--- config.mk ---
export PLATFORM = sky130hd
export DESIGN_NAME = gate_servo_ctrl
export DESIGN_NICKNAME = d
export VERILOG_FILES = /design/src/rtl/gate_servo_ctrl.sv
export SDC_FILE = /design/constraint.sdc
export NUM_CORES = 1
export LEC_CHECK = 0
export CAP_MARGIN = 0
export CORE_AREA = 4 4 102 104
export DETAILED_ROUTE_END_ITERATION = 6
export DIE_AREA = 0 0 106 108
export PLACE_DENSITY = 0.62
export SYNTH_ARGS = -nofsm -noshare
export SYNTH_HDL_FRONTEND = slang
export SYNTH_SLANG_ARGS = --single-unit
--- constraint.sdc ---
create_clock -name clk_in -period 2.9 [get_ports clk_in]
set_input_delay 0.87 -clock clk_in [delete_from_list [all_inputs] [get_ports clk_in]]
set_output_delay 0.87 -clock clk_in [all_outputs]
set_load 0.01 [all_outputs]
--- src/rtl/gate_servo_ctrl.sv ---
// Gate servo controller: frame-synchronous PWM generator with open/close
// ramping, hold-open timer, obstacle protection and pending-command capture.
module gate_servo_ctrl #(
   parameter int unsigned PERIOD      = 500000,
   parameter int unsigned PW_CLOSED   = 25000,
   parameter int unsigned PW_OPEN     = 50000,
   parameter int unsigned STEP        = 250,
   parameter int unsigned HOLD_FRAMES = 250
) (
   input  logic        clk_in,
   input  logic        rst_n,
   input  logic        cmd_open,
   input  logic        cmd_close,
   input  logic        obstacle,
   output logic        pwm_out,
   output logic [1:0]  state,
   output logic [18:0] pulse_width,
   output logic        frame_tick
);

   localparam int unsigned CNT_W   = 19;
   localparam int unsigned PW_W    = 19;
   localparam int unsigned ARITH_W = 20;
   localparam int unsigned HOLD_W  = (HOLD_FRAMES > 1) ? $clog2(HOLD_FRAMES) : 1;

   localparam logic [CNT_W-1:0]   CNT_LAST  = CNT_W'(PERIOD - 1);
   localparam logic [ARITH_W-1:0] PW_MIN    = ARITH_W'(PW_CLOSED);
   localparam logic [ARITH_W-1:0] PW_MAX    = ARITH_W'(PW_OPEN);
   localparam logic [ARITH_W-1:0] PW_STEP   = ARITH_W'(STEP);
   localparam logic [HOLD_W-1:0]  HOLD_LAST = HOLD_W'(HOLD_FRAMES - 1);

   typedef enum logic [1:0] {
      ST_CLOSED  = 2'd0,
      ST_OPENING = 2'd1,
      ST_OPEN    = 2'd2,
      ST_CLOSING = 2'd3
   } state_t;

   // Registered state
   logic [CNT_W-1:0]  count_q;
   logic              tick_q;
   logic              pwm_q;
   state_t            state_q;
   logic [PW_W-1:0]   pw_q;
   logic [HOLD_W-1:0] hold_q;
   logic              pend_open_q;
   logic              pend_close_q;

   // Next-state values
   logic [CNT_W-1:0]  count_d;
   state_t            state_d;
   logic [PW_W-1:0]   pw_d;
   logic [HOLD_W-1:0] hold_d;
   logic              pend_open_d;
   logic              pend_close_d;

   // Pending view including a command arriving on this very cycle
   logic              open_p;
   logic              close_p;
   logic [ARITH_W-1:0] pw_ext;
   logic [ARITH_W-1:0] pw_up;
   logic [ARITH_W-1:0] pw_dn;

   assign open_p  = pend_open_q  | cmd_open;
   assign close_p = pend_close_q | cmd_close;
   assign pw_ext  = {1'b0, pw_q};
   assign pw_up   = pw_ext + PW_STEP;
   assign pw_dn   = pw_ext - PW_STEP;

   // Frame counter wraps after the tick cycle
   assign count_d = tick_q ? '0 : count_q + CNT_W'(1);

   // Next-state, width ramp and hold timer; only advances on the frame boundary
   always_comb begin
      state_d      = state_q;
      pw_d         = pw_q;
      hold_d       = hold_q;
      pend_open_d  = open_p;
      pend_close_d = close_p;

      if (tick_q) begin
         pend_open_d  = 1'b0;
         pend_close_d = 1'b0;
         unique case (state_q)
            ST_CLOSED: begin
               if (open_p) state_d = ST_OPENING;
            end
            ST_OPENING: begin
               if (close_p && !open_p) begin
                  state_d = ST_CLOSING;
               end else if (pw_up >= PW_MAX) begin
                  pw_d    = PW_W'(PW_MAX);
                  state_d = ST_OPEN;
                  hold_d  = '0;
               end else begin
                  pw_d = PW_W'(pw_up);
               end
            end
            ST_OPEN: begin
               if (obstacle) begin
                  hold_d = '0;
               end else if ((close_p && !open_p) || (hold_q == HOLD_LAST)) begin
                  state_d = ST_CLOSING;
                  hold_d  = '0;
               end else begin
                  hold_d = hold_q + HOLD_W'(1);
               end
            end
            ST_CLOSING: begin
               if (obstacle || open_p) begin
                  state_d = ST_OPENING;
               end else if (pw_ext <= (PW_MIN + PW_STEP)) begin
                  pw_d    = PW_W'(PW_MIN);
                  state_d = ST_CLOSED;
               end else begin
                  pw_d = PW_W'(pw_dn);
               end
            end
            default: begin
               state_d = ST_CLOSED;
               pw_d    = PW_W'(PW_MIN);
            end
         endcase
      end
   end

   // State, counter and output registers with immediate async reset
   always_ff @(posedge clk_in or negedge rst_n) begin
      if (!rst_n) begin
         count_q      <= '0;
         tick_q       <= 1'b0;
         pwm_q        <= 1'b0;
         state_q      <= ST_CLOSED;
         pw_q         <= PW_W'(PW_CLOSED);
         hold_q       <= '0;
         pend_open_q  <= 1'b0;
         pend_close_q <= 1'b0;
      end else begin
         count_q      <= count_d;
         tick_q       <= (count_d == CNT_LAST);
         pwm_q        <= (count_q < pw_q);
         state_q      <= state_d;
         pw_q         <= pw_d;
         hold_q       <= hold_d;
         pend_open_q  <= pend_open_d;
         pend_close_q <= pend_close_d;
      end
   end

   assign pwm_out     = pwm_q;
   assign state       = state_q;
   assign pulse_width = pw_q;
   assign frame_tick  = tick_q;

endmodule

After elaboration in Yosys (flattened, before gate mapping). Index checks and enable logic that the tools add are counted.

Mux-type cells: 21. Reductions and logical operators: 10. Equality and inequality tests: 13. $add $sub $neg: 4. $lt $le $gt $ge: 3. Bitwise logic cells: 2.

Operators with widths (number): $mux 19 (5); $pmux 19 s2 (1); $mux 8 (4); $add 19x8->20 const B (1); $ge 20x16->1 const B (1); $add 19x1->19 const B (1); $eq 19x19->1 const B (1); $le 19x15->1 const B (1); $lt 19x19->1 (1); $sub 19x8->19 const B (1); $pmux 8 s2 (1); $mux 2 (7); $ne 2x2->1 const B (6); $add 8x1->8 const B (1); $eq 8x8->1 const B (1); $pmux 2 s4 (1); $reduce_and 4->1 (2); $ne 3x3->1 const B (2); $reduce_and 6->1 (1); $eq 2x2->1 const B (2); $reduce_bool 2->1 (2); $eq 2x1->1 const B (1); $logic_not 2->1 (1); $logic_or 1x1->1 (2); other kinds (4) (6).

Word-level logic and storage cells: 61. Output and inout bits: 23. Input bits: 5. Register bits after elaboration: 52.

Depth between registers and ports, before layout.
Depth in word-level cells: 7. Mapped depth: 11. Mapped depth without buffers: 9.

Worst setup path before layout. Ideal clock, no wire load.

Path type: register to register. Start point: register pw_q[1], in the netlist pulse_width[1]. End point: register state_q[1], in the netlist state[1]. Stages on the path, launching flop included: 10. Period minus slack after synthesis: 2651 ps. Path buffers: 1. Setup slack: 249 ps. Arrival time: 2526 ps. Cells stage by stage: dfrtp_1 ha_1 clkbuf_1 or3_1 o21ai_1 mux2i_1 a21oi_2 a21o_1 a211o_1 mux2_4.

Longest elaborated chain between the ends: 4. Elaborated cells on any way between the ends: 6. Those cells by class: add/sub: 1; order compare: 2; eq/ne: 2; reduce/logical: 1.

RTL lines: start: declaration (line 44) `logic [PW_W-1:0] pw_q;`; start signal: assignment (line 134) `pw_q <= PW_W'(PW_CLOSED);`; start signal: assignment (line 143) `pw_q <= pw_d;`; $add 19x8->20 (line 67) `assign pw_up = pw_ext + PW_STEP;`; $ge 20x16->1 (line 91) `end else if (pw_up >= PW_MAX) begin`; $ne 3x3->1 (no source line); $reduce_and 6->1 (no source line) *; end signal: assignment (line 142) `state_q <= state_d;`; end: declaration (line 43) `state_t state_q;`.

Every way passes the cells marked *; elsewhere a longest branch is shown, timed or not. A chain may end at the register's enable or synchronous reset.

Final worst setup path.
Start point: register pw_q[1], in the netlist pulse_width[1]. End point: register hold_q[7].

Longest elaborated chain between the ends: 4.

RTL lines: $add 19x8->20 (line 67); $ge 20x16->1 (line 91); $ne 2x2->1 (no source line); $reduce_and 4->1 (no source line); end signal: assignment (line 144) `hold_q <= hold_d;`; end: declaration (line 45) `logic [HOLD_W-1:0] hold_q;`.

Every way passes these cells.

==> summary.md <==
| Metric | Value |
|---|---|
| Fraction of registers with async set/reset | `100.0%` |
| Clock-pin slew on the worst setup and hold paths | `~100 ps` |
| Via density | `5.947` |
| P_leak | `1.887 nW` |
| Global-route usage over all layers | `19.55%` |
| Cell Area, Synth | `0.003938 mm^2` |
| Worst-path maximum fanout | `12` |
| Vias in the first global route | `3761` |
| Fin crit period | `2726 ps` |
| Setup CP Type | `reg -> reg` |
| Register area share after synthesis | `32.60%` |
| Clock root cell | `clkbuf_8` |
| Final Hold Fails | `0` |
| Status | `completed` |
| Post-DRT Antenna Nets | `0` |
| Tcrit/Tclk final | `93.99%` |
| Initial DRC Count | `178` |
| Worst setup EP type | `flop` |
| Relative slew margins | `60.21%` |
| Yosys cell types | `70` |
| Largest net degree at the start of global routing | `32` |
| Drt first pass iters | `5` |
| Die W | `106 um` |
| CP startpoint kind | `flop` |
| Clk Latency, worst-skew pair | `300 ps` |
| Slew Limit Fails | `0` |
| #FFs+latches synth | `51` |
| Vias | `3824` |
| CTS Buf Count | `5` |
| RSZ-0062 raised after global routing | `false` |
| H-tree lvl count | `2` |
| Layout Skew | `approximately 4.8 ps` |
| Initial Utilization | `approximately 41%` |
| Setup_tns | `0 ps` |
| Final Hold Slack | `474.1 ps` |
| Core area | `0.009549 mm^2` |
| Reg2Reg Setup Slack | `approximately 170 ps` |
| Maximum Capacitance Violations | `0` |
| Yosys warns | `0` |
| Syn nets | `508` |
| Antenna violations before repair | `0` |
| Sink Count | `51` |
| Commonest cells after routing, fill and taps aside | `nor2_1 (46), dfrtp_1 (45), nand2_1 (31), ha_1 (29), buf_4 (29)` |
| EDFF count, synth | `0` |
| Antenna Cells | `0` |
| Layout cells sized above 1 | `11.57%` |
| Wire length per cell | `16.81 um` |
| Worst Hold Class | `in -> async` |
| Io pins | `28` |
| Commonest non-fill, non-tap cell in the layout | `nor2_1` |
| Worst Max-Slew Pin Slew | `589.3 ps` |
| Post-Syn Area per Cell | `8.307 um^2` |
| Final core utilization | `47.96%` |
| Post-Route WL | `10810 um` |
| Final setup violating endpoints | `0` |
| Hold buffer count at CTS | `0` |
| RD Place Congestion | `between 0.9 and 1` |
| Gr ovfl total | `0` |
| Biggest area consumer among synthesized cells | `dfrtp_1` |
| Ranking of synthesized cells by area | `dfrtp_1 (29%), ha_1 (9.2%), nor2_1 (4.4%), dfstp_2 (4.0%), o21ai_0 (3.4%)` |
| Max Fclk | `366.9 MHz` |
| DRC violations left | `0` |
| Peak supply drop | `175.5 uV` |
| Crit path DAT | `2930 ps` |
| Die ar. | `0.01145 mm^2` |
| Mapped Cells | `474` |
| Number of port buffers | `26` |
| Area Overhead vs Synth | `16.30%` |
| Yosys top cell area share | `28.60%` |
| Data required time of the worst path | `3100 ps` |
| PwrDens | `251.2 mW/mm^2` |
| CTS tree | `yes` |
| Post-CTS Setup Repair Bufs | `0` |
| Die Ht | `108 um` |
| Dominant synthesized flop cell | `dfrtp_1` |
| Global-route wire length before repair | `roughly 18000 um` |
| Final-stage net count | `543` |
| DP HPWL | `8140 um` |
| Row count | `36` |
| Max Root-Sink Buffers | `2` |
-- cells by family after synthesis --
kind of cell	Yosys count	share of synthesized area [%]
AO/OA/AOI/OAI	148	26.12
adder cells (fa/ha/maj)	29	9.215
buffers and inverters	54	5.656
other	1	0.09524
multiplexers	5	1.398
AND/OR/NAND/NOR	170	21.35
flip-flops	51	32.60
XOR/XNOR	16	3.559
-- synth_stat cells (3+ instances only) --
cell type,n
o211a_1,3
xor2_1,10
nand3_1,22
a41oi_1,3
xnor2_1,6
inv_1,25
o21a_1,6
a21o_1,8
o21ai_0,27
buf_4,3
mux2i_1,4
nor4_1,7
dfstp_2,6
nor2b_1,5
a21oi_1,24
buf_2,7
a32o_1,6
a211oi_1,4
nor2_1,46
clkbuf_1,16
o311ai_0,3
o22ai_1,7
o21ai_1,10
nand2_1,31
or3_1,4
and3_1,7
dfrtp_1,45
nor3_1,21
ha_1,29
a211o_1,3
a31oi_1,12
nand4_1,13
o31ai_1,4
buf_1,3
-- metal layers --
layer,vias to the layer above,global-route usage (%),wire length (um)
met4,0,5.920,149
met1,1824,26.11,4889
li1,1827,-,-
met3,13,2.448,668
met5,-,0,0
met2,160,33.33,5099
-- critical path: stages, from the launching register on --
cell and delay [ps]:
dfrtp_1 420, buf_4 200, a211o_1 330, nor2_2 170, nand4_1 140, a2111o_1 510, a211oi_4 390, buf_4 200
o21ai_1 70, a32o_1 200
-- cell type report --
class | instances | area (um^2)
clock inverters | 2 | 12.51
repair buffers | 57 | 513.0
multi-input cells | 369 | 2437
flip-flops and latches | 51 | 1284
fillers | 937 | 4970
well taps | 133 | 166.4
inverters | 25 | 93.84
clock buffers | 6 | 72.57
-- metrics by stage --
step	setup slack, ps	cell area, um^2	instances	total power, mW
3_3_place_gp	62.04	4488	635	0.7497
4_1_cts	127.3	4573	643	1.170
5_1_grt	42.74	4579	643	1.197
3_5_place_dp	26.86	4488	635	0.7502
2_1_floorplan	249.3	3938	474	0.7265
6_report	174.2	4579	643	1.151
-- flip-flops by register name, indices dropped and copies added, names as in the netlist --
signal        cells
count_q          19
frame_tick        1
hold_q            8
pend_close_q      1
pend_open_q       1
pulse_width      18
pwm_out           1
state             2
-- power by group --
part | switching, mW | internal [mW]
clock network | 0.246 | 0.169
registers | 0.0000000000000000348 | 0.711
logic | 0.0172 | 0.00669
-- final timing paths --
path,to,start,cells after the start
worst max-delay path,hold_q[7],pulse_width[1],9
worst min-delay path,pulse_width[1],rst_n,1
worst max register to register,hold_q[7],pulse_width[1],9
worst min register to register,count_q[0],count_q[0],1
max in group asynchronous,pulse_width[13],rst_n,2
min in group clk_in,count_q[0],count_q[0],1
-- repair_timing --
item,in CTS,in global routing
hold endpoints to repair,0,0
resized for setup,0,2
endpoints found under the setup margin,0,6
No activity file was read; power rests on OpenSTA's default activity.
